## src/rtl/decoder_seq.sv

```systemverilog
// Registered one-hot decoder with level, timed-pulse and walking-sweep modes behind a
// valid/ready command port. Define DECODER_SEQ_RANGE_CHK_EN to add the err output.
module decoder_seq #(
  parameter int unsigned SEL_W  = 3,
  parameter int unsigned OUTS   = 8,
  parameter int unsigned HOLD_W = 4
) (
  input  logic              clk,
  input  logic              rst,
  input  logic              in_valid,
  output logic              in_ready,
  input  logic [SEL_W-1:0]  in_sel,
  input  logic [1:0]        in_mode,
  input  logic [HOLD_W-1:0] in_dwell,
  output logic [OUTS-1:0]   y,
  output logic              busy,
  output logic              done
`ifdef DECODER_SEQ_RANGE_CHK_EN
  ,
  output logic              err
`endif
);

  localparam logic [1:0] ModeLevel = 2'b00;
  localparam logic [1:0] ModePulse = 2'b01;
  localparam logic [1:0] ModeSweep = 2'b10;
  localparam logic [1:0] ModeOff   = 2'b11;

  localparam logic [SEL_W:0]   OutsExt = (SEL_W + 1)'(OUTS);
  localparam logic [SEL_W-1:0] LastIdx = SEL_W'(OUTS - 1);

  typedef enum logic [1:0] {StIdle, StHold, StPulse, StSweep} state_e;

  state_e              state_q, state_d;
  logic [OUTS-1:0]     y_q, y_d;
  logic [HOLD_W-1:0]   cnt_q, cnt_d;
  logic [HOLD_W-1:0]   dwell_q, dwell_d;
  logic [SEL_W-1:0]    idx_q, idx_d;
  logic                done_q, done_d;
  logic                accept;
  logic                oob;

  function automatic logic [OUTS-1:0] onehot(input logic [SEL_W-1:0] sel);
    logic [OUTS-1:0] v;
    v = '0;
    for (int unsigned i = 0; i < OUTS; i++) begin
      if (sel == SEL_W'(i)) v[i] = 1'b1;
    end
    return v;
  endfunction

  assign accept = in_valid && in_ready;
  assign oob    = ({1'b0, in_sel} >= OutsExt);

  always_ff @(posedge clk) begin
    if (rst) begin
      state_q <= StIdle;
    end else begin
      state_q <= state_d;
    end
  end

  always_comb begin
    state_d = state_q;
    case (state_q)
      StIdle, StHold: begin
        if (accept) begin
          if (in_mode == ModeOff || oob) begin
            state_d = StIdle;
          end else begin
            case (in_mode)
              ModeLevel: state_d = StHold;
              ModePulse: state_d = StPulse;
              ModeSweep: state_d = StSweep;
              default:   state_d = StIdle;
            endcase
          end
        end
      end
      StPulse: if (cnt_q == '0) state_d = StIdle;
      StSweep: if (cnt_q == '0 && idx_q == LastIdx) state_d = StIdle;
      default: state_d = StIdle;
    endcase
  end

  // Datapath next-state: y, dwell counter, sweep index and done strobe.
  always_comb begin
    y_d     = y_q;
    cnt_d   = cnt_q;
    dwell_d = dwell_q;
    idx_d   = idx_q;
    done_d  = 1'b0;
    case (state_q)
      StIdle, StHold: begin
        if (accept) begin
          if (in_mode == ModeOff || oob) begin
            y_d = '0;
          end else begin
            y_d = onehot(in_sel);
            if (in_mode == ModePulse || in_mode == ModeSweep) begin
              cnt_d   = in_dwell;
              dwell_d = in_dwell;
            end
            if (in_mode == ModeSweep) idx_d = in_sel;
          end
        end
      end
      StPulse: begin
        if (cnt_q == '0) begin
          y_d    = '0;
          done_d = 1'b1;
        end else begin
          cnt_d = cnt_q - HOLD_W'(1);
        end
      end
      StSweep: begin
        if (cnt_q != '0) begin
          cnt_d = cnt_q - HOLD_W'(1);
        end else if (idx_q == LastIdx) begin
          y_d    = '0;
          done_d = 1'b1;
        end else begin
          idx_d = idx_q + SEL_W'(1);
          y_d   = y_q << 1;
          cnt_d = dwell_q;
        end
      end
      default: y_d = '0;
    endcase
  end

  always_ff @(posedge clk) begin
    if (rst) begin
      y_q     <= '0;
      cnt_q   <= '0;
      dwell_q <= '0;
      idx_q   <= '0;
      done_q  <= 1'b0;
    end else begin
      y_q     <= y_d;
      cnt_q   <= cnt_d;
      dwell_q <= dwell_d;
      idx_q   <= idx_d;
      done_q  <= done_d;
    end
  end

  always_comb begin
    busy     = (state_q == StPulse) || (state_q == StSweep);
    in_ready = !busy;
    y        = y_q;
    done     = done_q;
  end

`ifdef DECODER_SEQ_RANGE_CHK_EN
  logic err_q;

  always_ff @(posedge clk) begin
    if (rst) begin
      err_q <= 1'b0;
    end else begin
      err_q <= accept && (in_mode != ModeOff) && oob;
    end
  end

  assign err = err_q;
`endif

endmodule
```

## config.mk

```make
export PLATFORM = sky130hd
export DESIGN_NAME = decoder_seq
export DESIGN_NICKNAME = d
export VERILOG_FILES = /design/src/rtl/decoder_seq.sv
export SDC_FILE = /design/constraint.sdc
export NUM_CORES = 1
export LEC_CHECK = 0
export CAP_MARGIN = 20
export CORE_UTILIZATION = 58
export CTS_BUF_LIST = sky130_fd_sc_hd__clkbuf_8
export DETAILED_ROUTE_END_ITERATION = 10
export GPL_TIMING_DRIVEN = 0
export PLACE_DENSITY = 0.87
export SYNTH_ARGS = -nofsm -noshare
export SYNTH_HDL_FRONTEND = slang
export SYNTH_SLANG_ARGS = --single-unit
```

## constraint.sdc

```tcl
create_clock -name clk -period 3.32 [get_ports clk]
set_clock_uncertainty 0.2 [all_clocks]
set_input_delay 0.498 -clock clk [delete_from_list [all_inputs] [get_ports clk]]
set_output_delay 0.498 -clock clk [all_outputs]
set_load 0.02 [all_outputs]
```

==> impl_metrics.toml <==
[sta]
fin_setup_tns_ps = 0
slew_viol_final = 0
fin_crit_ps = 2370
fmax_mhz = 421
hold_violations = 0
slew_headroom_pct = 65.2
grt_setup_unrepaired = "false"
worstMarginPinSlew_ps = 521
whs_ps = 262
fin_crit_sh_pct = 71.5
setup_viol = 0

[clock_network]
cts_resized = 0
cts-hold-fix-buffers = 0
insertion_delay_ps = 260
cts_tree = "built"
cts_setup_buffers = 0
clockBufferDepth = 2
cts_buffers = 3
htreeDepth = 1
cts_root_buf = "clkbuf_8"
clkSinkCount = 22
clkTransAtPathRegs_ps = 80

[yosys]
ys_ff_latch = 22
synth_flop_cell = "dfxtp_1"
synth_edf_count = 0
seq_area_frac_synth_pct = 34.5
syn_inst = 141
ys_types = 44
synth_nets = 160
ys_async_sr_fraction_pct = 0
synthesis.area_um2 = 1270
yosysWarnings = 0
avgSynthCellArea_um2 = 9.04

[finish]
antennaDiodeCount = 0
utilization_pct = 77.7
fin_area_um2 = 1570
layout.nets = 187
drive_above_1_share_pct = 12.0
n_fill_cell = 143
syn_to_final_growth_pct = 23.2

[pwr]
p_per_area_nw_per_um2 = 457
leakagePower_nw = 0.611
vdd_drop_max_v = 0.000326

[global_route]
grt_pass1_wl_um = 5100
antenna_found_initial = 0
grtUsageTotal_pct = 26.9
grt_max_degree = 12
overflow = 0
grt_pass1_vias = 1117

[setup_path]
path_max_fanout = 10
worstPathCellList = "clkbuf_8, buf_2, clkbuf_1, clkdlybuf4s50_1"
cp-end-kind = "output pin"
crit_path_start = "state_q[1]$_SDFFE_PP0P_"
rr_startpoint = "cnt_q[0]$_SDFFE_PP0P_"
arrival_ps = 1670
cp_slowest_stage_delay_ps = 590
worstPathRequired_ps = 2620
cp.buffers_inverters = 4
worstSetupPathType = "register to output pin"
cp_top_family = "buffers and inverters"
slowest_stage = "clkdlybuf4s50_1"
cp-start-kind = "register"

[detailed_routing]
wl_per_cell_um = 15.3
drcViolationCount = 0
antenna_left = 0
firstDrtPassIters = 4
viasPerCell = 5.95
vias = 1148
drt_iter0_markers = 40
wirelength_um = 2950

[floorplanning]
start_util_pct = 63.1
fp.coreArea_um2 = 2020
fp.dieW_um = 48.9
io_pins = 23
rows = 16
chipHeight_um = 48.9
die-area_um2 = 2390

[placement]
port_buffers = 22
dpl.hpwl_um = 2140
place.gp.congestion = 0.966
dpl-instance-area_um2 = 1530

[hold_path]
hold_path.class = "register to register"
worstHoldStart = "dwell_q[0]$_SDFFE_PP0P_"

[run]
maxCapViolations = 0

[status]
outcome = "complete, no violations"
path summary, 6_finish.rpt:
path / to / slack [ps] / depth (start not counted)
hold / removal: dwell_q[0]$_SDFFE_PP0P_ / 260 / 2
hold reg to reg: dwell_q[0]$_SDFFE_PP0P_ / 260 / 2
setup reg to reg: y[6]$_SDFFE_PP0P_ / 1320 / 7
setup / recovery: busy / 950 / 4
report_power, final:
group,switching (mW),internal [mW],total [mW]
Clock,0.0850,0.0810,0.166
Sequential,0.0224,0.289,0.312
Combinational,0.128,0.111,0.239
Total,0.235,0.482,0.717
cell families after synthesis:
kind of cell	count (synthesis)	share of synthesized area (%)
AO/OA/AOI/OAI	41	25.4
adder cells (fa/ha/maj)	7	6.87
buffers and inverters	18	9.32
flip-flops	22	34.5
multiplexers	3	2.75
AND/OR/NAND/NOR	50	21.1
worst reg2reg max path, stage by stage, from the launching register on:
cell	delay (ps)
dfxtp_1	350
inv_1	120
ha_1	230
nor3b_4	380
mux2_4	300
buf_12	140
nor2_2	40
a211oi_2	170
cells in the mapped netlist, types with 6 or more instances:
master    number  area [µm²]
nand2_1       14        52.6
a22oi_1        6        45.0
inv_1          9        33.8
nor2_1        16        60.1
dfxtp_1       22         440
a311oi_1       6        52.6
ha_1           7        87.6
a211oi_1       7        52.6
a21oi_1        7        35.0
nand3_1        6        30.0
per-stage QoR:
| step | power, mW | setup slack, ps | cells |
|---|---|---|---|
| floorplan | 0.476 | 1520 | 141 |
| global placement | 0.546 | 923 | 190 |
| detailed placement | 0.552 | 881 | 190 |
| CTS | 0.715 | 953 | 193 |
| global route | 0.753 | 895 | 193 |
| finish | 0.717 | 947 | 193 |
final cells by class:
cell class / count / area, µm² / share of cell area (%)
multi-input combinational: 101 / 716 / 45.6
inverter: 9 / 33.8 / 2.15
sequential: 22 / 440 / 28.0
timing repair buffer: 22 / 220 / 14.0
clock buffer: 3 / 41.3 / 2.63
buffer: 9 / 85.1 / 5.42
tap: 27 / 33.8 / 2.15
cells in the final DEF (no fill, tap or decap), types with 2 or more instances in the layout:
master           instances
dfxtp_1                 22
clkdlybuf4s50_1         22
nor2_1                  16
nand2_1                 14
inv_1                    9
a21oi_1                  7
a211oi_1                 7
ha_1                     7
a22oi_1                  6
nand3_1                  6
a311oi_1                 6
clkbuf_8                 5
buf_2                    2
clkbuf_1                 2
nand4bb_1                2
o21ai_0                  2
mux2i_1                  2
a32oi_1                  2
flip-flops by register name (all words and copies together), names as in the netlist:
name and cells:
done 1, dwell_q 4, cnt_q 4, y 8
state_q 2, idx_q 3
metal layers:
layer	up-vias	wire length, µm	global-route usage [%]
met3	6	182	3.12
met1	523	1390	36.5
met5	-	0	0
met2	50	1320	43.1
met4	0	57	11.3
li1	569	-	-
Note: power is estimated with default switching activity, not from simulation.
==> RTL edit, RTL diff (config.mk and constraints unchanged) <==
Add a define of `DECODER_SEQ_RANGE_CHK_EN`.
--- a/src/rtl/decoder_seq.sv
+++ b/src/rtl/decoder_seq.sv
@@ -1,4 +1,6 @@
 // Registered one-hot decoder with level, timed-pulse and walking-sweep modes behind a
 // valid/ready command port. Define DECODER_SEQ_RANGE_CHK_EN to add the err output.
+`define DECODER_SEQ_RANGE_CHK_EN
+
 module decoder_seq #(
   parameter int unsigned SEL_W  = 3,
Function (old outputs only; new: err): kept (equiv_simple and equiv_induct, registers matched by name and starting in step).
==> RTL edit against the original RTL <==
- final area rose by 1.1%
- hold slack better by 0.022 ns
- core utilization is 0.096 points higher
- sequential share of layout area down 0.31 points
- final cell count rose by 4.7%
- combinational power is 2% higher
- sequential cell count unchanged
- wire length fell by 2.8%
- power is 0.40% higher
- first-iteration DRC count decreased by 45%
- setup slack better by 0.087 ns
- synthesized area up 2.9%
- largest cell class unchanged
- highest routed layer unchanged
==> RTL edit: results (changes against the original RTL) <==
| Metric | Value |
|---|---|
| Total Routing Usage GR | 25.42% (was 26.93%) |
| Root Driver | clkbuf_8 (unchanged) |
| Clock Path Buffers | 2 (unchanged) |
| Share of layout cells above drive strength 1 | 11.43% (was 12.05%) |
| Num CTS Buffers | 3 (unchanged) |
| Netlist cell types | 39 (was 44) |
| Top cells by count, synth | dfxtp_1, nor2_1, inv_1 (was dfxtp_1, nor2_1, nand2_1) |
| GPL Wtd Cong | 0.8784 (was 0.9659) |
| Routed WL per cell | 14.17 µm (was 15.26 µm) |
| R2r startpoint | cnt_q[0] (unchanged) |
| Gate Count Post-Synth | 152 (was 141) |
| First-pass GRT wire length | 4816 µm (was 5099 µm) |
| Resized cells post-CTS | 0 (unchanged) |
| Post-synthesis sequential area ratio | 33.56% (was 34.54%) |
| Hpwl dp | 2120 µm (was 2142 µm) |
| Peak supply drop | 0.3411 mV (was 0.3263 mV) |
| Largest net degree at the start of global routing | 12 (unchanged) |
| Clock latency on the worst-skew pair | 0.26 ns (about the same) |
| Top_reg_cell synth | dfxtp_1 (unchanged) |
| Fin cells | 202 (was 193) |
| Yosys Warn Count | 0 (unchanged) |
| R2r setup slk | 1.40 ns (was 1.32 ns) |
| Setup bufs post-CTS | 0 (unchanged) |
| Fillers | 162 (was 143) |
| H-tree level count | 1 (unchanged) |
| GR Util met2 | 39.19% (was 43.06%) |
| Met1 usage | 34.03% (was 36.54%) |
| RR Endpoint | y[5] (was y[6]) |
| Number of global-route vias before repair | 1095 (was 1117) |
| Number of I/O port buffers | 20 (was 22) |
| Ranking of synthesized cells by area | dfxtp_1, a211oi_2, ha_1 (was dfxtp_1, ha_1, nor2_1) |
| Fin. Hold Viols | 0 (unchanged) |
| Worst slew pin tran | 0.5707 ns (was 0.5214 ns) |
| P_leak | 0.6432 nW (was 0.6108 nW) |
| GR Util met3 | 3.704% (was 3.115%) |
| Net Count, Synth | 171 (was 160) |
| R2r worst-path depth | 8 (was 7) |
| Worst setup path start | in_mode[1] (was state_q[1]) |
| DR vias | 1199 (was 1148) |
| Number of flip-flops in the largest register | 8 (unchanged) |
| Antenna violations before repair | 0 (unchanged) |
| Worst-path clk slew | approximately 0.070 ns |
| Crit path max fanout | 5 (was 10) |
| Status | completed (unchanged) |
| Fraction of registers with async set/reset | 0% (unchanged) |
| Pre-antenna DRT Iters | 5 (was 4) |
| CP arrival | 2.27 ns (was 1.67 ns) |
| Diode count | 0 (unchanged) |
| Starting DRT DRC Count | 22 (was 40) |
| Critical Path Sink | cnt_q[1] (was busy) |
| Tightest Hold Check Type | flip-flop to flip-flop (unchanged) |
RTL edit: cell types whose count changed in the layout (fill, tap and decap cells not counted), moves of 3 or more:
cell,unedited run,this run
mux2i_1,2,6
nor2_1,16,22
a211oi_2,1,7
buf_6,0,3
inv_1,9,12
a211oi_1,7,0
nand2_1,14,6
a311oi_1,6,2
RTL edit: worst max-delay path, stage by stage:
cell	delay, ns
clkdlybuf4s50_1	0.52
inv_1	0.06
ha_1	0.31
and3b_1	0.29
a2bb2oi_1	0.31
o21ai_0	0.13
a31oi_1	0.16
RTL edit: kinds of logic (layout without fill, tap and decap cells):
kind of cell / Yosys count / after routing / share of synthesized area [%]
xor gates and xnor gates: 1 / 1 / 0.6674
and+or+nand+nor: 50 / 50 / 18.78
muxes: 6 / 6 / 4.576
buffers and inverters: 24 / 47 / 10.58
other: 1 / 1 / 0.2857
adders and majority gates: 7 / 7 / 6.673
AOI/OAI and AO/OA: 41 / 41 / 24.88
DFF: 22 / 22 / 33.56
RTL edit: final cells by class:
cell class / instances / area (µm²) / area share (%)
multi-input cells: 106 / 733.2 / 46.18
flip-flops and latches: 22 / 440.4 / 27.74
inverters: 12 / 45.04 / 2.837
clock buffers: 3 / 41.29 / 2.600
well taps: 27 / 33.78 / 2.128
plain buffers: 12 / 93.84 / 5.910
repair buffers: 20 / 200.2 / 12.61
RTL edit: where the power goes:
group	switching, mW	internal [mW]	total, mW	leakage (nW)
clock	0.0841	0.0810	0.165	0.0216
sequential	0.0207	0.290	0.311	0.180
combinational	0.131	0.113	0.244	0.441
total	0.236	0.484	0.720	0.643
RTL edit: how the worst min path moves through the flow:
stage	end	depth (start not counted)	from	slack [ns]
floorplan	dwell_q[2]	2	dwell_q[2]	0.25
global placement	dwell_q[2]	2	dwell_q[2]	0.26
detailed placement	dwell_q[2]	2	dwell_q[2]	0.28
CTS	dwell_q[2]	2	dwell_q[2]	0.29
global route	dwell_q[2]	2	dwell_q[2]	0.33
finish	dwell_q[2]	2	dwell_q[2]	0.28
RTL edit: metrics by stage:
step | instance area, µm² | worst slack [ns] | hold WS [ns]
2_1_floorplan | 1313 | 1.554 | 0.2495
3_3_place_gp | 1546 | 0.8716 | 0.2639
3_5_place_dp | 1546 | 0.7971 | 0.2768
4_1_cts | 1588 | 1.073 | 0.2904
5_1_grt | 1588 | 0.9616 | 0.3342
6_report | 1588 | 1.034 | 0.2841
RTL edit: metal layers:
layer  part of all wire, %  vias to the layer above
met3                   4.8                        7
met5                     0                        -
li1                      -                      586
met4                   2.0                        0
met2                    45                       38
met1                    48                      568
